==> src/rtl/piso_pkg.sv <==
// Shared types and helpers for the parallel-in/serial-out transmit scheduler.
package piso_pkg;

  typedef logic [1:0] piso_state_t;

  localparam piso_state_t StIdle  = 2'd0;
  localparam piso_state_t StShift = 2'd1;
  localparam piso_state_t StGap   = 2'd2;

  // Arbiter helper is sized for the largest supported requester count.
  localparam int unsigned RrMaxReq = 32;

  // First valid index at or after ptr, wrapping modulo nreq. Returns ptr when nothing is valid.
  function automatic logic [4:0] rr_pick(input logic [RrMaxReq-1:0] valid,
                                         input logic [4:0]          ptr,
                                         input logic [5:0]          nreq);
    logic [5:0] idx;
    logic       found;
    rr_pick = ptr;
    found   = 1'b0;
    for (int i = 0; i < RrMaxReq; i++) begin
      idx = {1'b0, ptr} + 6'(i);
      if (idx >= nreq) begin
        idx = idx - nreq;
      end
      if (!found && (6'(i) < nreq) && valid[idx[4:0]]) begin
        rr_pick = idx[4:0];
        found   = 1'b1;
      end
    end
  endfunction

endpackage

==> src/rtl/piso_shift_core.sv <==
// Left-shifting register with zero fill; a synchronous load takes priority over a shift.
module piso_shift_core #(
  parameter int unsigned WIDTH = 4
) (
  input  logic             clk,
  input  logic             rst_n,
  input  logic             load,
  input  logic             shift,
  input  logic [WIDTH-1:0] din,
  output logic             msb
);

  logic [WIDTH-1:0] shreg_q, shreg_d;

  always_comb begin
    shreg_d = shreg_q;
    if (load) begin
      shreg_d = din;
    end else if (shift) begin
      shreg_d = {shreg_q[WIDTH-2:0], 1'b0};
    end
  end

  always_ff @(posedge clk or negedge rst_n) begin
    if (!rst_n) begin
      shreg_q <= '0;
    end else begin
      shreg_q <= shreg_d;
    end
  end

  assign msb = shreg_q[WIDTH-1];

endmodule

==> src/rtl/piso_tx_sched.sv <==
// Round-robin scheduler sharing one serial lane between NREQ word producers.
// Define PISO_PARITY_EN to append an even-parity bit to every frame.
module piso_tx_sched
  import piso_pkg::*;
#(
  parameter int unsigned WIDTH = 4,
  parameter int unsigned NREQ  = 2,
  parameter int unsigned GAP   = 1
) (
  input  logic                    clk,
  input  logic                    rst_n,
  input  logic [NREQ-1:0]         req_valid,
  input  logic [NREQ*WIDTH-1:0]   req_data,
  output logic [NREQ-1:0]         req_ready,
  output logic                    ser_out,
  output logic                    frame,
  output logic [$clog2(NREQ)-1:0] grant_id,
  output logic                    done
);

  localparam int unsigned IdW   = $clog2(NREQ);
  localparam int unsigned CNT_W = $clog2(WIDTH + 1);
`ifdef PISO_PARITY_EN
  localparam int unsigned FrameLen = WIDTH + 1;
`else
  localparam int unsigned FrameLen = WIDTH;
`endif
  localparam logic [CNT_W-1:0] CntInit = CNT_W'(FrameLen - 1);
  localparam int unsigned      GapW    = (GAP > 1) ? $clog2(GAP) : 1;
  localparam logic [GapW-1:0]  GapInit = GapW'((GAP > 0) ? GAP - 1 : 0);

  piso_state_t      state_q, state_d;
  logic [CNT_W-1:0] cnt_q, cnt_d;
  logic [GapW-1:0]  gap_q, gap_d;
  logic [IdW-1:0]   ptr_q, ptr_d;
  logic [IdW-1:0]   gid_q, gid_d;
  logic             ser_q, ser_d;
  logic             frame_q, frame_d;

  logic [IdW-1:0]   winner;
  logic [WIDTH-1:0] word_sel;
  logic [WIDTH-1:0] load_word;
  logic             any_valid;
  logic             load_en;
  logic             shift_en;
  logic             core_msb;

  assign any_valid = |req_valid;
  assign winner    = IdW'(rr_pick(32'(req_valid), 5'(ptr_q), 6'(NREQ)));
  assign word_sel  = req_data[winner*WIDTH +: WIDTH];

  // The MSB goes straight to the output flop at acceptance, so the core holds the word
  // pre-shifted by one; the vacated LSB carries the parity bit when it is enabled.
`ifdef PISO_PARITY_EN
  assign load_word = {word_sel[WIDTH-2:0], ^word_sel};
`else
  assign load_word = {word_sel[WIDTH-2:0], 1'b0};
`endif

  piso_shift_core #(
    .WIDTH(WIDTH)
  ) u_shift_core (
    .clk  (clk),
    .rst_n(rst_n),
    .load (load_en),
    .shift(shift_en),
    .din  (load_word),
    .msb  (core_msb)
  );

  always_comb begin
    state_d  = state_q;
    cnt_d    = cnt_q;
    gap_d    = gap_q;
    ptr_d    = ptr_q;
    gid_d    = gid_q;
    ser_d    = 1'b0;
    frame_d  = 1'b0;
    load_en  = 1'b0;
    shift_en = 1'b0;
    case (state_q)
      StIdle: begin
        if (any_valid) begin
          load_en = 1'b1;
          gid_d   = winner;
          ptr_d   = (winner == IdW'(NREQ - 1)) ? '0 : winner + 1'b1;
          cnt_d   = CntInit;
          ser_d   = word_sel[WIDTH-1];
          frame_d = 1'b1;
          state_d = StShift;
        end
      end
      StShift: begin
        shift_en = 1'b1;
        if (cnt_q == '0) begin
          if (GAP > 0) begin
            gap_d   = GapInit;
            state_d = StGap;
          end else begin
            state_d = StIdle;
          end
        end else begin
          cnt_d   = cnt_q - 1'b1;
          ser_d   = core_msb;
          frame_d = 1'b1;
        end
      end
      StGap: begin
        if (gap_q == '0) begin
          state_d = StIdle;
        end else begin
          gap_d = gap_q - 1'b1;
        end
      end
      default: state_d = StIdle;
    endcase
  end

  always_ff @(posedge clk or negedge rst_n) begin
    if (!rst_n) begin
      state_q <= StIdle;
      cnt_q   <= '0;
      gap_q   <= '0;
      ptr_q   <= '0;
      gid_q   <= '0;
      ser_q   <= 1'b0;
      frame_q <= 1'b0;
    end else begin
      state_q <= state_d;
      cnt_q   <= cnt_d;
      gap_q   <= gap_d;
      ptr_q   <= ptr_d;
      gid_q   <= gid_d;
      ser_q   <= ser_d;
      frame_q <= frame_d;
    end
  end

  // No handshake may complete while the flops are held in reset.
  always_comb begin
    req_ready = '0;
    if ((state_q == StIdle) && any_valid && rst_n) begin
      req_ready[winner] = 1'b1;
    end
  end

  assign ser_out  = ser_q;
  assign frame    = frame_q;
  assign grant_id = gid_q;
  assign done     = (state_q == StShift) && (cnt_q == '0);

endmodule

==> config.mk <==
export PLATFORM = sky130hd
export DESIGN_NAME = piso_tx_sched
export DESIGN_NICKNAME = d
export VERILOG_FILES = /design/src/rtl/piso_pkg.sv /design/src/rtl/piso_shift_core.sv /design/src/rtl/piso_tx_sched.sv
export SDC_FILE = /design/constraint.sdc
export NUM_CORES = 1
export LEC_CHECK = 0
export ABC_AREA = 1
export BUFFER_PORTS_ARGS = -buffer_cell sky130_fd_sc_hd__buf_2
export CAP_MARGIN = 5
export CORE_MARGIN = 4
export CORE_UTILIZATION = 45
export CTS_CLUSTER_SIZE = 24
export DETAILED_ROUTE_END_ITERATION = 10
export GPL_ROUTABILITY_DRIVEN = 1
export GPL_TIMING_DRIVEN = 0
export HOLD_SLACK_MARGIN = 0.12
export PLACE_DENSITY = 0.73
export SYNTH_ARGS = -nofsm -noshare
export SYNTH_HDL_FRONTEND = slang
export SYNTH_SLANG_ARGS = --single-unit
==> constraint.sdc <==
create_clock -name clk -period 2.7 [get_ports clk]
set_input_delay 0.135 -clock clk [delete_from_list [all_inputs] [get_ports clk]]
set_output_delay 0.135 -clock clk [all_outputs]
set_load 0.05 [all_outputs]
==> metrics.txt <==
Critical Path End Type flop; core area 0.00133 mm²; n_diodes 0; Setup Viol. Count Final 0; Detailed Routing Iterations Pass 1 4; Finished Layout Cells roughly 120; Resize count post-CTS 0; largest net degree at the start of global routing 14; total wire length 1290 µm; largest family of logic cells by synthesized area simple AND/OR/NAND/NOR gates; Gate Count Post-Synth 80; critical setup path kind reg2reg; synth unique cells 17; status finished, final reports clean; CP startpoint kind flop; Tot Pwr 0.00100 W; wire length per cell 10.6 µm; Die Height 46.1 µm; Worst EP arrival 1.91 ns; Final Slew Violations 0; Net count, final 121; reg2reg path depth 8; slowest stage delay, CP 0.57 ns; Synth Register Bits 12; CTS root buffer clkbuf_4; DR DRC count 0; crit path from cnt_q[0]; grt ovf 0; CP required ~2.9 ns; Worst-Skew Late Latency 0.28 ns; Netlist Area Pre-Place 654 µm²; crit path time final between 1.5 and 2 ns; First DRT Iteration DRCs 4; Port Buffers 17; worst IR drop on VDD between 0.0006 and 0.0007 V; f_max 573 MHz; Reg2Reg Setup Slack 0.95 ns; clk_skew 0.00637 ns; initial core utilization 0.491; commonest non-fill, non-tap cell in the layout buf_2; Synth Area in Simple Gates 0.337; P&R area growth vs syn 29.1%; Post-DP HPWL roughly 940 µm; pre-CTS WS 1.38 ns; fin crit share 0.647; Num CTS Buffers 3; crit-path max FO 3; WP depth 8; Lkg Pwr 0.470 nW; layout cells sized above 1 0.311; CP top delay family buffers and inverters; Setup TNS 0 ns; Top Ports 18; post-CTS repair timing setup buffer count 0; cell area power density between 1000 and 1500 mW/mm²; Rows 13; Syn Nets 94; gpl congestion 0.783; Clock Pin Slew Worst Setup and Hold Paths 0.07 ns; via count 566; Post-Place Cells 112; Post-Synth XOR/XNOR Area 0.0134; CP Cell Sequence inv_1, ha_1, nand2_1, nand2_4, inv_1, nand2_1, nand3_1, dlygate4sd3_1; Synth top area share 0.459; R2R Path Start cnt_q[0]; clk buf depth 2; Area contributors post-synth dfrtp_1, nand2_1, inv_1; CP Buf/Inv Count 3; Hold Violations, Final 0; Slew headroom 0.816; slowest CP cell dlygate4sd3_1; initial antenna violation count 0; Die W about 46 µm; Hold-fix buffers, CTS 5; CTS sink count 12; Synth area leader dfrtp_1; Compound-Gate Fraction of Synth Area 0.0535; Yosys warning total 0; Min-Delay Path Class in2reg; DR vias/cell 4.68; synthesized area per cell 8.18 µm²; CTS tree done; max-capacitance violation count 0; die area 0.00213 mm²; Reg2Reg Capture Point ser_out; final core utilization 0.633; antenna-violating nets left 0; Worst Setup Slack, final 0.954 ns; number of global-route vias before repair between 500 and 600; first-pass GRT wire length 2240 µm; worst slew pin tran 0.277 ns; H-Tree Depth 1; mux cell area share after synthesis 0; most frequent cells in the layout buf_2, nand2_1, inv_1, dfrtp_1, nand3_1; Total GRT Usage 0.157; RSZ-0062 raised after global routing no; Worst Setup EP ser_out; sequential area share after synthesis 0.459; Post-Synth Adder-Cell Area 0.0382
-- worst min-delay path, delay by kind of cell --
family                 cells  cell delay (ns)
AND/OR/NAND/NOR            3             0.21
buffers and inverters      2             0.13
-- per-layer routing --
layer | vias to the layer above | track usage | wire length, µm
li1 | 303 | - | -
met1 | 248 | 0.165 | 528
met2 | 10 | 0.266 | 643
met3 | 5 | 0.0352 | 69
met4 | 0 | 0.119 | 43
met5 | - | 0 | 0
-- stage by stage --
step	area (µm²)	hold slack [ns]
final	845	0.219
after global routing	845	0.248
after CTS	845	0.211
after detailed placement	758	0.0286
after global placement	758	0.0310
after floorplan	654	-0.161
-- cell families (layout without fill, tap and decap cells) --
family / Yosys count / in the layout
xor gates and xnor gates: 1 / 1
DFF: 12 / 12
AOI/OAI and AO/OA: 7 / 7
adders and majority gates: 2 / 2
and+or+nand+nor: 42 / 42
buffers and inverters: 16 / 42
-- cell type report --
type / instances / area [µm²]
Fill cell: 103 / 489
Sequential cell: 12 / 300
Multi-Input combinational cell: 52 / 289
Timing Repair Buffer: 22 / 135
Inverter: 16 / 65.1
Clock buffer: 4 / 36.3
Tap cell: 15 / 18.8
-- sequential cells by signal, indices dropped and copies added, names as in the netlist --
signal and cells:
ser_out 1, cnt_q 3, u_shift_core.shreg_q 3, grant_id 1
frame 1, ptr_q 1, state_q 2
-- Yosys cell counts --
| cell type | number |
|---|---|
| inv_4 | 2 |
| dfrtp_1 | 12 |
| inv_2 | 1 |
| ha_1 | 2 |
| nand2_1 | 14 |
| inv_1 | 13 |
| xor2_1 | 1 |
| o21ai_1 | 1 |
| nor2_1 | 7 |
| nor2_4 | 1 |
| nor2_2 | 3 |
| nand2_2 | 2 |
| o21ai_0 | 3 |
| nand4_1 | 4 |
| nand3_1 | 8 |
| nand2_4 | 3 |
| a21oi_1 | 3 |
-- worst min-delay path by stage --
stage / end / slack, ns / start / cells past startpoint
floorplan: cnt_q[0] / -0.16 / rst_n / 0
global placement: ser_out / 0.03 / rst_n / 1
detailed placement: grant_id / 0.03 / rst_n / 1
CTS: u_shift_core.shreg_q[2] / 0.21 / req_data[5] / 5
global route: u_shift_core.shreg_q[3] / 0.25 / req_data[6] / 5
finish: u_shift_core.shreg_q[3] / 0.22 / req_data[6] / 5
-- report_power, final --
part	total, W	internal, W	switching [W]
registers	0.000313	0.000264	0.0000492
logic	0.000549	0.000184	0.000365
clock network	0.000141	0.0000821	0.0000590
Note: power is estimated with default switching activity, not from simulation.
